`src/rtl/seq_pkg.sv`:
```
// Shared types and constants for the serial frame transmitter.
package seq_pkg;

  // Transmitter phases: idle, preamble, payload, parity bit, inter-frame gap.
  typedef enum logic [2:0] {
    IDLE = 3'd0,
    PRE  = 3'd1,
    DATA = 3'd2,
    PAR  = 3'd3,
    GAP  = 3'd4
  } tx_state_t;

  // Sync pattern the downstream detectors look for, sent MSB first.
  localparam logic [3:0] DEFAULT_PREAMBLE = 4'b1101;

  // Down-counter width: must hold the longest field length minus one.
  function automatic int cnt_width(input int pre_w, input int data_w, input int gap_cycles);
    int m;
    m = pre_w;
    if (data_w > m) m = data_w;
    if (gap_cycles > m) m = gap_cycles;
    return (m < 1) ? 1 : $clog2(m + 1);
  endfunction

endpackage

```
`src/rtl/piso_shreg.sv`:
```
// Parallel-in serial-out shift register; q_msb is the next bit to send.
module piso_shreg #(
  parameter int W = 8
) (
  input  logic         clock,
  input  logic         reset,
  input  logic         load,
  input  logic         shift,
  input  logic [W-1:0] d,
  output logic         q_msb
);

  logic [W-1:0] sr_reg;

  // Load takes precedence over shift; shifting moves the next bit into the MSB.
  always_ff @(posedge clock) begin
    if (!reset) begin
      sr_reg <= '0;
    end else if (load) begin
      sr_reg <= d;
    end else if (shift) begin
      sr_reg <= sr_reg << 1;
    end
  end

  assign q_msb = sr_reg[W-1];

endmodule

```
`src/rtl/seq_tx.sv`:
```
// Serial frame transmitter: preamble, payload MSB first, optional even
// parity and an idle gap, one bit per clock on Out.
module seq_tx
  import seq_pkg::*;
#(
  parameter int              DATA_W     = 8,
  parameter int              PRE_W      = 4,
  parameter logic [PRE_W-1:0] PREAMBLE  = DEFAULT_PREAMBLE,
  parameter bit              PARITY_EN  = 1'b1,
  parameter int              GAP_CYCLES = 2
) (
  input  logic              clock,
  input  logic              reset,
  input  logic [DATA_W-1:0] data_in,
  input  logic              valid,
  output logic              ready,
  output logic              Out,
  output logic              busy,
  output logic              done
);

  localparam int CNT_W     = cnt_width(PRE_W, DATA_W, GAP_CYCLES);
  localparam int PRE_IDX_W = (PRE_W > 1) ? $clog2(PRE_W) : 1;

  tx_state_t            state_reg;
  logic [CNT_W-1:0]     cnt_reg;
  logic                 out_reg;
  logic                 busy_reg;
  logic                 done_reg;
  logic                 parity_reg;
  logic                 handshake;
  logic                 shift;
  logic                 q_msb;
  logic [PRE_IDX_W-1:0] pre_idx;

  assign ready     = (state_reg == IDLE);
  assign handshake = valid && ready;

  // Advance the payload whenever its current MSB is being put on the line.
  assign shift = ((state_reg == PRE)  && (cnt_reg == '0)) ||
                 ((state_reg == DATA) && (cnt_reg != '0));

  // Preamble bit for the next PRE cycle, indexed straight from the pattern.
  assign pre_idx = PRE_IDX_W'(cnt_reg - 1'b1);

  piso_shreg #(.W(DATA_W)) u_payload (
    .clock (clock),
    .reset (reset),
    .load  (handshake),
    .shift (shift),
    .d     (data_in),
    .q_msb (q_msb)
  );

  // Frame sequencer; every output is registered so Out changes only at edges.
  always_ff @(posedge clock) begin
    if (!reset) begin
      state_reg  <= IDLE;
      cnt_reg    <= '0;
      out_reg    <= 1'b0;
      busy_reg   <= 1'b0;
      done_reg   <= 1'b0;
      parity_reg <= 1'b0;
    end else begin
      case (state_reg)
        IDLE: begin
          out_reg  <= 1'b0;
          busy_reg <= 1'b0;
          done_reg <= 1'b0;
          if (handshake) begin
            state_reg  <= PRE;
            cnt_reg    <= CNT_W'(PRE_W - 1);
            out_reg    <= PREAMBLE[PRE_W-1];
            busy_reg   <= 1'b1;
            parity_reg <= ^data_in;
          end
        end
        PRE: begin
          if (cnt_reg == '0) begin
            state_reg <= DATA;
            cnt_reg   <= CNT_W'(DATA_W - 1);
            out_reg   <= q_msb;
          end else begin
            cnt_reg <= cnt_reg - 1'b1;
            out_reg <= PREAMBLE[pre_idx];
          end
        end
        DATA: begin
          if (cnt_reg == '0) begin
            if (PARITY_EN) begin
              state_reg <= PAR;
              out_reg   <= parity_reg;
            end else begin
              state_reg <= GAP;
              cnt_reg   <= CNT_W'(GAP_CYCLES - 1);
              out_reg   <= 1'b0;
              done_reg  <= 1'b1;
            end
          end else begin
            cnt_reg <= cnt_reg - 1'b1;
            out_reg <= q_msb;
          end
        end
        PAR: begin
          state_reg <= GAP;
          cnt_reg   <= CNT_W'(GAP_CYCLES - 1);
          out_reg   <= 1'b0;
          done_reg  <= 1'b1;
        end
        GAP: begin
          out_reg  <= 1'b0;
          done_reg <= 1'b0;
          if (cnt_reg == '0) begin
            state_reg <= IDLE;
            busy_reg  <= 1'b0;
          end else begin
            cnt_reg <= cnt_reg - 1'b1;
          end
        end
        default: begin
          state_reg <= IDLE;
          cnt_reg   <= '0;
          out_reg   <= 1'b0;
          busy_reg  <= 1'b0;
          done_reg  <= 1'b0;
        end
      endcase
    end
  end

  assign Out  = out_reg;
  assign busy = busy_reg;
  assign done = done_reg;

endmodule

```
`config.mk`:
```
export PLATFORM = sky130hd
export DESIGN_NAME = seq_tx
export DESIGN_NICKNAME = d
export VERILOG_FILES = /design/src/rtl/seq_pkg.sv /design/src/rtl/piso_shreg.sv /design/src/rtl/seq_tx.sv
export SDC_FILE = /design/constraint.sdc
export NUM_CORES = 1
export LEC_CHECK = 0
export ABC_AREA = 1
export ABC_CLOCK_PERIOD_IN_PS = 2600
export CAP_MARGIN = 30
export CORE_UTILIZATION = 40
export CTS_CLUSTER_SIZE = 28
export DETAILED_ROUTE_END_ITERATION = 10
export PLACE_DENSITY_LB_ADDON = 0.3
export RECOVER_POWER = 50
export SLEW_MARGIN = 20
export SYNTH_ARGS = -nofsm -noshare
export SYNTH_HDL_FRONTEND = slang
export SYNTH_SLANG_ARGS = --single-unit
```
`constraint.sdc`:
```
create_clock -name clock -period 2.6 [get_ports clock]
set_input_delay 0.52 -clock clock [delete_from_list [all_inputs] [get_ports clock]]
set_output_delay 0.52 -clock clock [all_outputs]
set_load 0.05 [all_outputs]
```
==> summary.txt <==
Outcome
  • Status: completed

Yosys
  • Flops & latches, synth: 19
  • EDFF count, synth: 0
  • YS warnings: 0
  • Syn_nets: 191
  • Most frequent cell after synthesis: nand2_1
  • Async S/R FF share, synth: 0%
  • Post-Syn Area: 0.00118 mm²
  • Dominant synthesized flop cell: dfxtp_1
  • Distinct cells, synth: 24
  • Cells after Synth: 178
  • Post-synthesis sequential area ratio: 32.3%
  • Top cell type's share of synthesized area: 32.3%
  • Post-synth top cells: nand2_1, dfxtp_1, nor2_1
  • Synth area leaders: dfxtp_1, nand2_1, nor2_1
  • Avg Inst Size Synth: 6.61 µm²
  • Area leader, netlist: dfxtp_1

Setup path
  • Critical path startpoint category: flip-flop
  • Critical path peak fanout: 8
  • Critical path type: reg2out
  • Crit path DAT: 1.88 ns
  • Reg-to-Reg End: u_payload.sr_reg[5]
  • WP data required: 2.08 ns
  • Worst setup EP type: output pin
  • Critical R2R Launch: cnt_reg[0]
  • R2R cell count: 10
  • Reg-to-reg slack, setup: 0.68 ns

GRT
  • Overflow after GRT: 0
  • Largest net degree at the start of global routing: 13
  • Antenna violations before repair: 0
  • GRT Total Usage: 17.6%
  • Number of global-route vias before repair: 1172
  • Global-route wire length before repair: 4460 µm

Route
  • Routed Antenna Nets: 0
  • DRC viols: 0
  • Vias post-DR: 1113
  • DRT Pass-1 Iters: 4
  • Routed WL: 2480 µm
  • Iteration-0 DRC Markers: 40
  • DR WL/cell: 11.0 µm
  • Via density per instance: 4.95

CTS
  • Reg clk slew, reported paths: 0.11 ns
  • Post-CTS Setup Bufs: 0
  • TritonCTS Sinks: 19
  • CTS tree: yes
  • Deepest level of the CTS H-tree: 1
  • Cts repair resizes: 0
  • Worst-skew pair later-pin latency: 0.30 ns
  • Number of hold-repair buffers added at the cts stage: 0
  • CTS Buf Count: 3
  • Clock root cell: clkbuf_4
  • Clock buffer depth: 2

STA
  • Setup TNS: 0 ns
  • RSZ-0062 raised after global routing: no
  • Final Hold Viols: 0
  • Final cycle utilization of the critical path: 92.5%
  • Final setup violation count: 0
  • Min Tclk post-route: 2.40 ns
  • Max-slew violation count: 0
  • Worst setup skew after layout: 0.00484 ns
  • Worst-Margin Slew: 0.490 ns
  • Max transition margin: 67.3%
  • F_max: 0.416 GHz

Min path
  • Hold-critical path endpoint: done
  • Worst min path class: reg2reg
  • Hold Path Origin: done
  • Hold Path Cell Cnt: 2

Run
  • Max-Cap Viols: 0

Placement
  • Dpl cells: 221
  • Hpwl dp: 1930 µm
  • GPL Wtd Cong: 0.898
  • Port bufs: 14

Cells and area
  • Max reg flops: 8
  • Share of cells above drive strength 1: 10.8%
  • Diodes inserted: 0
  • Non-filler instance count after layout: 225
  • # fillers: 298
  • Register area: 380 µm²
  • Multi-input logic area: 686 µm²
  • Layout area overhead: 15.1%
  • Final #Nets: 208

Floorplan
  • Core Footprint: 0.00278 mm²
  • Initial Util: 42.3%
  • Row Count: 19
  • Die H: 56.2 µm
  • IO Pins: 15
  • Die ar.: 0.00316 mm²
  • Chip width: 56.2 µm

Power
  • PD cells: 1170 mW/mm²
  • P_leak: 0.000622 µW
  • Worst IR Drop VDD: 759 µV
==> how the worst max path moves through the flow <==
stage	startpoint	to	slack [ns]	cells past startpoint
detailed placement	state_reg[2]	ready	0.54	4
global route	state_reg[2]	ready	0.10	4
finish	state_reg[2]	ready	0.20	4
floorplan	state_reg[2]	ready	1.14	3
global placement	state_reg[2]	ready	0.59	4
CTS	state_reg[2]	ready	0.19	4
==> worst max-delay path: stages (launching register included) <==
cell and delay [ns]:
dfxtp_1 0.41, nor2_4 0.17, nand2_4 0.10, inv_1 0.10, clkdlybuf4s50_1 0.80
==> where the power goes <==
part	switching [µW]	total, µW	internal, µW	leakage (µW)
Combinational	627	948	321	0.000448
Sequential	79.6	481	401	0.000156
Clock	94.2	152	57.3	0.0000177
==> cell families (layout without fill, tap and decap cells) <==
| logic type | after synthesis | in the layout | synth area share [%] |
|---|---|---|---|
| AOI/OAI and AO/OA | 25 | 25 | 11.7 |
| xor gates and xnor gates | 9 | 9 | 6.70 |
| adders and majority gates | 2 | 2 | 2.13 |
| buffers and inverters | 23 | 39 | 8.19 |
| DFF | 19 | 19 | 32.3 |
| and+or+nand+nor | 100 | 100 | 38.9 |
==> cell usage in the layout, fill, tap and decap left out, types with 3 or more instances in the layout <==
cell type and instances:
nand2_1 59, dfxtp_1 19, nor2_1 18, inv_1 16
a21oi_1 13, clkdlybuf4s50_1 13, nand3_1 10, o21ai_0 5
xnor2_1 5, inv_2 4, o21ai_1 4, nand2_2 4
xor2_1 4, clkbuf_4 3
==> area by class of cell <==
| cell class | count | share of cell area, % |
|---|---|---|
| repair buffers | 14 | 10.4 |
| flip-flops and latches | 19 | 28.1 |
| inverters | 21 | 6.01 |
| well taps | 31 | 2.87 |
| clock buffers | 3 | 1.66 |
| multi-input cells | 136 | 50.6 |
| clock inverters | 1 | 0.370 |
==> metrics by stage <==
stage                     setup WS (ns)  hold WS [ns]  util, %  power, µW  area (µm²)
final                             0.196         0.474     48.7       1580        1350
after detailed placement          0.541         0.461     48.2       1460        1340
after CTS                         0.190         0.479     49.2       1620        1370
after global routing              0.103         0.506     48.7       1750        1350
after global placement            0.586         0.449     48.2       1440        1340
after floorplan                    1.14         0.444        -       1250        1180
==> layer usage <==
metal	vias up	share of wire [%]	track usage [%]
met5	-	0	0
met4	0	1.3	10.8
met3	4	3.6	2.33
met2	20	48	32.5
met1	500	47	18.7
li1	589	-	-
Note: power is estimated with default switching activity, not from simulation.
